==> config.mk <==
export PLATFORM = sky130hd
export DESIGN_NAME = trigger_capture_window
export DESIGN_NICKNAME = d
export VERILOG_FILES = /design/src/rtl/trigger_capture_window_pkg.sv /design/src/rtl/trigger_capture_window_circ_addr_sub.sv /design/src/rtl/trigger_capture_window.sv
export SDC_FILE = /design/constraint.sdc
export NUM_CORES = 1
export LEC_CHECK = 0
export BUFFER_PORTS_ARGS = -buffer_cell sky130_fd_sc_hd__buf_2
export CAP_MARGIN = 20
export CORE_ASPECT_RATIO = 0.8
export CORE_MARGIN = 2
export CORE_UTILIZATION = 54
export DETAILED_ROUTE_END_ITERATION = 6
export HOLD_SLACK_MARGIN = 0.15
export PLACE_DENSITY = 0.78
export RECOVER_POWER = 100
export SLEW_MARGIN = 20
export SYNTH_ARGS = -nofsm -noshare
export SYNTH_HDL_FRONTEND = slang
export SYNTH_HIERARCHICAL = 1
export SYNTH_SLANG_ARGS = --single-unit
==> constraint.sdc <==
create_clock -name clk -period 5.7 [get_ports clk]
set_input_delay 0.57 -clock clk [delete_from_list [all_inputs] [get_ports clk]]
set_output_delay 0.57 -clock clk [all_outputs]
set_load 0.005 [all_outputs]
==> src/rtl/trigger_capture_window_pkg.sv <==
// Shared definitions for the trigger capture window: FSM states, the
// state_dbg encoding and the default sample size in bytes.
package trigger_capture_window_pkg;

   localparam int BYTES_PER_SAMPLE_DEF = 2;
   localparam int STATE_W              = 3;

   typedef enum logic [STATE_W-1:0] {
      ST_IDLE  = 3'd0,
      ST_FILL  = 3'd1,
      ST_ARMED = 3'd2,
      ST_POST  = 3'd3,
      ST_DONE  = 3'd4
   } state_e;

   // state_dbg exposes the raw state encoding so software sees 0..4
   function automatic logic [STATE_W-1:0] state_dbg_enc(input state_e s);
      return s;
   endfunction

endpackage

==> src/rtl/trigger_capture_window_circ_addr_sub.sv <==
// Wrap-around subtraction inside a circular buffer: returns the address
// that lies 'bytes' before 'addr', wrapping back from the buffer base to
// its top. Shared with the DMA readout logic.
module circ_addr_sub
   import trigger_capture_window_pkg::*;
#(
   parameter int ADDR_W = 32
) (
   input  logic [ADDR_W-1:0] addr_i,
   input  logic [ADDR_W-1:0] base_i,
   input  logic [ADDR_W-1:0] len_i,
   input  logic [ADDR_W-1:0] bytes_i,
   output logic [ADDR_W-1:0] start_o
);

   logic [ADDR_W-1:0] off;

   // Step back directly when the history fits below addr, otherwise wrap
   always_comb begin
      off = addr_i - base_i;
      if (off >= bytes_i) begin
         start_o = addr_i - bytes_i;
      end else begin
         start_o = addr_i + len_i - bytes_i;
      end
   end

endmodule

==> src/rtl/trigger_capture_window.sv <==
// Turns a trigger event into a complete acquisition frame: arm, collect
// pre-trigger history, wait for the trigger, count post-trigger samples,
// then hold the frame start address until software acknowledges it.
module trigger_capture_window
   import trigger_capture_window_pkg::*;
#(
   parameter int MEMORY_ADDR_LEN  = 32,
   parameter int BYTES_PER_SAMPLE = BYTES_PER_SAMPLE_DEF,
   parameter int CNT_WIDTH        = 16
) (
   input  logic                       clk,
   input  logic                       rst,
   input  logic                       arm,
   input  logic                       ack,
   input  logic                       in_data_valid,
   input  logic [MEMORY_ADDR_LEN-1:0] in_dma_master_address,
   input  logic                       trig_valid,
   input  logic [MEMORY_ADDR_LEN-1:0] trig_addr,
   input  logic [MEMORY_ADDR_LEN-1:0] buf_base,
   input  logic [MEMORY_ADDR_LEN-1:0] buf_len,
   input  logic [CNT_WIDTH-1:0]       pre_samples,
   input  logic [CNT_WIDTH-1:0]       post_samples,
   output logic [MEMORY_ADDR_LEN-1:0] frame_start_addr,
   output logic [MEMORY_ADDR_LEN-1:0] frame_trig_addr,
   output logic                       capture_done,
   output logic                       capture_irq,
   output logic                       cfg_error,
   output logic [2:0]                 state_dbg
);

   // Wide enough that (pre + post) * BYTES_PER_SAMPLE can never overflow
   localparam int NEED_W = CNT_WIDTH + 1 + $clog2(BYTES_PER_SAMPLE + 1);
   localparam int CMP_W  = (NEED_W > MEMORY_ADDR_LEN) ? NEED_W : MEMORY_ADDR_LEN;

   state_e                     state_q, state_d;
   logic [CNT_WIDTH-1:0]       pre_cnt_q, pre_cnt_d;
   logic [CNT_WIDTH-1:0]       post_cnt_q, post_cnt_d;
   logic [CNT_WIDTH-1:0]       pre_cfg_q, pre_cfg_d;
   logic [CNT_WIDTH-1:0]       post_cfg_q, post_cfg_d;
   logic [MEMORY_ADDR_LEN-1:0] base_cfg_q, base_cfg_d;
   logic [MEMORY_ADDR_LEN-1:0] len_cfg_q, len_cfg_d;
   logic [MEMORY_ADDR_LEN-1:0] start_q, start_d;
   logic [MEMORY_ADDR_LEN-1:0] trig_q, trig_d;
   logic                       cfg_error_q, cfg_error_d;
   logic                       irq_q, irq_d;

   logic [CMP_W-1:0]           need_bytes;
   logic                       cfg_bad;
   logic [MEMORY_ADDR_LEN-1:0] pre_bytes;
   logic [MEMORY_ADDR_LEN-1:0] start_calc;

   // The DMA write address is monitoring-only; frame math uses trig_addr
   logic unused_dma_addr;
   assign unused_dma_addr = ^in_dma_master_address;

   // Validate the live configuration presented on the arm cycle
   always_comb begin
      need_bytes = (CMP_W'(pre_samples) + CMP_W'(post_samples)) * CMP_W'(BYTES_PER_SAMPLE);
      cfg_bad    = (need_bytes > CMP_W'(buf_len)) || (buf_len == '0) || (post_samples == '0);
   end

   assign pre_bytes = MEMORY_ADDR_LEN'(pre_cfg_q) * MEMORY_ADDR_LEN'(BYTES_PER_SAMPLE);

   circ_addr_sub #(
      .ADDR_W (MEMORY_ADDR_LEN)
   ) u_circ_addr_sub (
      .addr_i  (trig_addr),
      .base_i  (base_cfg_q),
      .len_i   (len_cfg_q),
      .bytes_i (pre_bytes),
      .start_o (start_calc)
   );

   // Next-state logic for the capture sequence and all tracked registers
   always_comb begin
      state_d     = state_q;
      pre_cnt_d   = pre_cnt_q;
      post_cnt_d  = post_cnt_q;
      pre_cfg_d   = pre_cfg_q;
      post_cfg_d  = post_cfg_q;
      base_cfg_d  = base_cfg_q;
      len_cfg_d   = len_cfg_q;
      start_d     = start_q;
      trig_d      = trig_q;
      cfg_error_d = cfg_error_q;
      irq_d       = 1'b0;

      unique case (state_q)
         ST_IDLE: begin
            if (arm) begin
               if (cfg_bad) begin
                  cfg_error_d = 1'b1;
               end else begin
                  cfg_error_d = 1'b0;
                  pre_cfg_d   = pre_samples;
                  post_cfg_d  = post_samples;
                  base_cfg_d  = buf_base;
                  len_cfg_d   = buf_len;
                  pre_cnt_d   = '0;
                  post_cnt_d  = '0;
                  // No history requested: skip FILL and be armed next cycle
                  state_d     = (pre_samples == '0) ? ST_ARMED : ST_FILL;
               end
            end
         end
         ST_FILL: begin
            // Triggers are ignored here so every frame has full history
            if (in_data_valid) begin
               pre_cnt_d = pre_cnt_q + CNT_WIDTH'(1);
               if (pre_cnt_d == pre_cfg_q) begin
                  state_d = ST_ARMED;
               end
            end
         end
         ST_ARMED: begin
            // A simultaneous valid is the trigger sample itself, counted once
            if (trig_valid) begin
               trig_d     = trig_addr;
               start_d    = start_calc;
               post_cnt_d = CNT_WIDTH'(1);
               if (post_cfg_q == CNT_WIDTH'(1)) begin
                  state_d = ST_DONE;
                  irq_d   = 1'b1;
               end else begin
                  state_d = ST_POST;
               end
            end
         end
         ST_POST: begin
            if (in_data_valid) begin
               post_cnt_d = post_cnt_q + CNT_WIDTH'(1);
               if (post_cnt_d == post_cfg_q) begin
                  state_d = ST_DONE;
                  irq_d   = 1'b1;
               end
            end
         end
         ST_DONE: begin
            // Only ack leaves DONE; arm is ignored until then
            if (ack) begin
               state_d = ST_IDLE;
            end
         end
         default: begin
            state_d = ST_IDLE;
         end
      endcase
   end

   // State and datapath registers, cleared immediately by rst
   always_ff @(posedge clk or posedge rst) begin
      if (rst) begin
         state_q     <= ST_IDLE;
         pre_cnt_q   <= '0;
         post_cnt_q  <= '0;
         pre_cfg_q   <= '0;
         post_cfg_q  <= '0;
         base_cfg_q  <= '0;
         len_cfg_q   <= '0;
         start_q     <= '0;
         trig_q      <= '0;
         cfg_error_q <= 1'b0;
         irq_q       <= 1'b0;
      end else begin
         state_q     <= state_d;
         pre_cnt_q   <= pre_cnt_d;
         post_cnt_q  <= post_cnt_d;
         pre_cfg_q   <= pre_cfg_d;
         post_cfg_q  <= post_cfg_d;
         base_cfg_q  <= base_cfg_d;
         len_cfg_q   <= len_cfg_d;
         start_q     <= start_d;
         trig_q      <= trig_d;
         cfg_error_q <= cfg_error_d;
         irq_q       <= irq_d;
      end
   end

   assign frame_start_addr = start_q;
   assign frame_trig_addr  = trig_q;
   assign capture_done     = (state_q == ST_DONE);
   assign capture_irq      = irq_q;
   assign cfg_error        = cfg_error_q;
   assign state_dbg        = state_dbg_enc(state_q);

endmodule

* Word-level counts from Yosys, hierarchy flattened
Cells that the tools add are included.
** Operators by class
- Multiplexer cells :: 25
- Order comparisons :: 2
- Eq/ne operators :: 15
- Add/sub/neg operators :: 7
- Bitwise operators :: 1
- Reduce and logical (&&, ||, !) cells :: 14
** Operator list (number)
- $mux W16 :: 5
- $sub A32 B17 Y32 :: 2
- $pmux W16 S3 :: 1
- $add A16 B1 Y16 const B :: 2
- $add A32 B32 Y32 :: 1
- $eq A16 B16 Y1 :: 2
- $ge A32 B17 Y1 :: 1
- $gt A18 B32 Y1 :: 1
- $logic_not A16 Y1 :: 2
- $logic_not A32 Y1 :: 1
- $mux W32 :: 1
- $pmux W16 S2 :: 1
- $sub A32 B32 Y32 :: 1
- $mux W3 :: 9
- $add A16 B16 Y17 :: 1
- $eq A16 B1 Y1 const B :: 1
- $ne A2 B2 Y1 const B :: 8
- $pmux W3 S5 :: 1
- $reduce_and A8 Y1 :: 1
- $eq A3 B2 Y1 const B :: 2
- $mux W1 :: 5
- $reduce_and A5 Y1 :: 1
- $reduce_and A2 Y1 :: 2
- $reduce_and A4 Y1 :: 1
- other kinds (10) :: 11
** Storage, ports and cells
- Output and inout port bits :: 70
- Word-level logic and storage cells :: 75
- Input port bits :: 166
- Bits in registers :: 197

* Logic depth before layout (Yosys ltp)
- Word-level depth :: 7
- Depth in mapped cells :: 26
- Gate-level depth less buffers :: 25

* By module
Netlist, hierarchy kept.
** Modules (own cells, without submodules)
- trigger_capture_window :: area an instance 10029.6 um^2, cells each 887, times used 1, seq. area each 4929.7 um^2
- circ_addr_sub :: area an instance 6774.0 um^2, cells each 960, times used 1, seq. area each 0.0 um^2

* Worst setup path before layout
OpenSTA, ideal clock, no wires.
- Path kind :: input to register
- Start point :: in trig_addr[0]
- End point :: reg start_q[0] (netlist: frame_start_addr[0])
- Data arrival time :: 4.996 ns
- Slack :: 0.579 ns
- Setup time :: 0.125 ns
- Stages :: 25
- Cells stage by stage :: inv_1 ha_1 inv_1 fa_1 a21oi_1 nand4b_1 nand3_2 a31o_1 o2bb2ai_2 nor2_1 o21ai_0 a221o_1 a21oi_1 xnor2_1 ha_1 nand4_1 nor4_1 nand2_1 a211o_1 a31oi_1 o31a_1 buf_2 clkbuf_1 a21oi_1 mux2_2
** On the way
- Longest elaborated chain between the ends :: 3
- Elaborated cells between the ends (all ways) :: 6
** RTL lines
- start, declared :: line trigger_capture_window.sv:18 : input logic [MEMORY_ADDR_LEN-1:0] trig_addr,
- $add A32 B32 Y32 / $sub A32 B32 Y32 (equally long branches) :: line trigger_capture_window_circ_addr_sub.sv:24, trigger_capture_window_circ_addr_sub.sv:20
- $sub A32 B17 Y32 / $ge A32 B17 Y1 (equally long branches) :: line trigger_capture_window_circ_addr_sub.sv:24, trigger_capture_window_circ_addr_sub.sv:21
- $mux W32 * :: line trigger_capture_window_circ_addr_sub.sv:21 : if (off >= bytes_i) begin
- named net start_calc[0] :: line trigger_capture_window.sv:50 : logic [MEMORY_ADDR_LEN-1:0] start_calc;
- end signal, assigned :: line trigger_capture_window.sv:172 : start_q <= start_d;
- end, declared :: line trigger_capture_window.sv:42 : logic [MEMORY_ADDR_LEN-1:0] start_q, start_d;
Mark *: on every way through the listed nets, which the timed path passes. The rest lies on a longest branch.
A chain may end at the register's enable or synchronous reset.

* Worst setup path in the final report
- Start point :: in post_samples[0]
- End point :: reg len_cfg_q[24]
** On the way
- Longest elaborated chain between the ends :: 6
- Elaborated cells between the ends (all ways) :: 7
** RTL lines
- start, declared :: line trigger_capture_window.sv:22 : input logic [CNT_WIDTH-1:0] post_samples,
- $add A16 B16 Y17 :: line trigger_capture_window.sv:58 : need_bytes = (CMP_W'(pre_samples) + CMP_W'(post_samples)) * CMP_W'(BYTES_PER_SAMPLE);
- $gt A18 B32 Y1 :: line trigger_capture_window.sv:59 : cfg_bad = (need_bytes > CMP_W'(buf_len)) || (buf_len == '0) || (post_samples == '0);
- $logic_or A1 B1 Y1 :: line trigger_capture_window.sv:59
- $logic_or A1 B1 Y1 * :: line trigger_capture_window.sv:59
- $not A1 Y1 (no line) *
- $reduce_and A3 Y1 (no line) *
- end signal, assigned :: line trigger_capture_window.sv:171 : len_cfg_q <= len_cfg_d;
- end, declared :: line trigger_capture_window.sv:41 : logic [MEMORY_ADDR_LEN-1:0] len_cfg_q, len_cfg_d;
Every way passes the cells marked *; elsewhere a longest branch is shown, timed or not.

==> impl_metrics.env <==
export IMPL_gp_congestion=0.937
export IMPL_vias=14600
export IMPL_viasPerCell=5.83
export IMPL_fin_area_um2=19000
export IMPL_ir_drop_uv=264
export IMPL_yosysTopAreaCell="dfrtp_1"
export IMPL_async_flop_share=1.00
export IMPL_htreeDepth=4
export IMPL_rows=57
export IMPL_cp_end_kind="flip-flop"
export IMPL_grt_antenna_before_repair=1
export IMPL_seq_area_frac_synth=0.293
export IMPL_post_route_drc_count=0
export IMPL_die_area_um2=32600
export IMPL_io_buffers=203
export IMPL_wl_per_cell_um=18.5
export IMPL_status="finished, violations left"
export IMPL_grt_max_degree=66
export IMPL_ant_nets=0
export IMPL_crit_required_ps=6030
export IMPL_grt_pass1_wl_um=73100
export IMPL_wl_um=46400
export IMPL_cts_resized=0
export IMPL_postSynthAreaPerCell_um2=9.10
export IMPL_critical_path_max_fanout=30
export IMPL_ys_top_cells_by_area="dfrtp_1 29%, ha_1 12%, mux2_2 8.9%"
export IMPL_grt_ovfl_total=0
export IMPL_tns_ps=0
export IMPL_r2r_setup_slack_ps=310
export IMPL_cts_buffers=17
export IMPL_mostFrequentLayoutCell="inv_1"
export IMPL_post_place_cells=2475
export IMPL_clk_pin_slew_ps=80
export IMPL_synth_edff_count=0
export IMPL_path_class="in -> reg"
export IMPL_layout_common_cells="237 x inv_1, 197 x dfrtp_1, 169 x buf_2, 161 x ha_1, 131 x mux2_2"
export IMPL_p_per_area_nw_per_um2=520
export IMPL_yosys_warnings=6
export IMPL_tritoncts="built"
export IMPL_dp_hpwl_um=36600
export IMPL_fin_skew_ps=14.6
export IMPL_die_y_um=162
export IMPL_cp_data_arrival_time_ps=5720
export IMPL_start_kind="primary input"
export IMPL_synthDistinctLibCells=87
export IMPL_max_freq_ghz=0.185
export IMPL_syn_inst=1847
export IMPL_start_util=0.551
export IMPL_dr_pass1_iters=6
export IMPL_clk_insertion_delay_late_ps=460
export IMPL_timing_rr_end="frame_start_addr[31]"
export IMPL_violations="max-capacitance violations, max-slew violations"
export IMPL_r2r_cells=23
export IMPL_root_buffer="clkbuf_16"
export IMPL_synth_top_area_frac=0.293
export IMPL_hold_viol=0
export IMPL_r2r_start="base_cfg_q[0]"
export IMPL_cts_hold_buffers=0
export IMPL_synth_seq_cells=197
export IMPL_p_leak_nw=9.06
export IMPL_syn_to_final_growth_pct=13.1
export IMPL_post_cts_buffers=0
export IMPL_ys_flop_type="dfrtp_1"
export IMPL_cts_sinks=197
export IMPL_io_pins=236
export IMPL_period_share=0.946
export IMPL_grt_pass1_vias=14100
export IMPL_cts_max_path_buffers=2
export IMPL_drive_gt1_frac=0.184
export IMPL_die_w_um=201
export IMPL_finalNetCount=2442
export IMPL_cap_violations=4
export IMPL_maxSlewViolCount=242
export IMPL_total_power_w=0.00989
export IMPL_final_min_clock_period_ps=5390
export IMPL_stdcell_count=2508
export IMPL_placed_area_um2=18500
export IMPL_track_usage=0.284
export IMPL_synth_area_um2=16800
export IMPL_finish_utilization=0.623
export IMPL_slew_headroom=-1.66
export IMPL_hold_class="in -> async"
export IMPL_tightest_slew_ps=3990
export IMPL_finalSetupViolations=0
export IMPL_core_area_um2=30500
export IMPL_first_iter_violations=1204
[power breakdown]
group | leakage (nW) | total (W) | switching [W] | internal (W)
clock network | 0.310 | 0.00133 | 0.000638 | 0.000691
logic | 6.27 | 0.00622 | 0.00335 | 0.00287
registers | 2.48 | 0.00234 | 0.000427 | 0.00191
total | 9.06 | 0.00989 | 0.00441 | 0.00548
[area by class of cell]
| class | instances | area [µm²] |
|---|---|---|
| multi-input cells | 1401 | 10900 |
| clock inverters | 14 | 204 |
| clock buffers | 18 | 439 |
| well taps | 413 | 517 |
| diodes | 1 | 2.50 |
| repair buffers | 226 | 1120 |
| flip-flops and latches | 197 | 4930 |
| fillers | 2596 | 11500 |
| inverters | 238 | 895 |
[logic make-up (layout without fill, tap and decap cells)]
| kind of cell | count (synthesis) | count (layout) | share of synthesized area |
|---|---|---|---|
| adder cells (fa/ha/maj) | 195 | 195 | 0.160 |
| AO/OA/AOI/OAI | 446 | 446 | 0.170 |
| XOR/XNOR | 135 | 135 | 0.0704 |
| other | 1 | 34 | 0.000223 |
| flip-flops | 197 | 197 | 0.293 |
| multiplexers | 169 | 169 | 0.113 |
| AND/OR/NAND/NOR | 423 | 423 | 0.128 |
| buffers and inverters | 281 | 496 | 0.0655 |
[worst max-delay path, stage by stage]
cell	delay, ps
clkbuf_1	170
ha_1	270
inv_1	80
fa_1	200
nor2b_1	70
o31a_1	270
o211ai_1	180
nand2_1	100
a41o_1	270
o41ai_2	310
o21ai_0	220
a31o_2	290
ha_1	290
a211o_1	260
a221o_1	260
a31oi_1	260
a211oi_1	210
nor3_4	450
clkbuf_4	540
mux2_1	410
[how the worst max path moves through the flow]
stage	start	to	slack (ps)	depth (start not counted)
2_1_floorplan	trig_addr[0]	frame_start_addr[0]	580	25
3_3_place_gp	trig_addr[0]	frame_start_addr[31]	30	26
3_5_place_dp	trig_addr[0]	frame_start_addr[31]	-70	27
4_1_cts	base_cfg_q[0]	frame_start_addr[3]	290	23
5_1_grt	base_cfg_q[0]	frame_start_addr[31]	-4	25
6_report	post_samples[0]	len_cfg_q[24]	310	20
[Yosys cell counts (18+ instances only)]
cell	count
a21o_1	51
a21oi_1	125
a31oi_1	18
and3_1	18
clkbuf_1	23
dfrtp_1	197
fa_1	34
ha_1	161
inv_1	238
mux2_1	29
mux2_2	133
nand2_1	98
nand2b_1	22
nand3_1	37
nand4_1	25
nor2_1	104
nor2b_1	18
nor3_1	24
nor4_1	24
o21a_1	19
o21ai_0	114
xnor2_1	89
xor2_1	46
[layer usage]
layer	share of wire	global-route usage	vias to the layer above	wire length, µm
met5	0.00019	0	-	9
li1	-	-	6938	-
met1	0.45	0.384	7079	21000
met4	0.030	0.103	2	1400
met2	0.45	0.453	513	21000
met3	0.065	0.0594	89	3030
[sequential cells by signal, summed over array words and instances, names as in the netlist]
name,count
frame_start_addr,32
pre_cfg_q,16
len_cfg_q,32
capture_irq,1
frame_trig_addr,32
cfg_error,1
post_cfg_q,16
state_dbg,3
base_cfg_q,32
pre_cnt_q,16
post_cnt_q,16
[metrics by stage]
step           setup WS (ps)  hold WS, ps
2_1_floorplan            579          458
3_3_place_gp            26.7          470
3_5_place_dp           -71.1          480
4_1_cts                  295          151
5_1_grt                -3.61          327
6_report                 305          309
(Power assumes the default switching activity.)
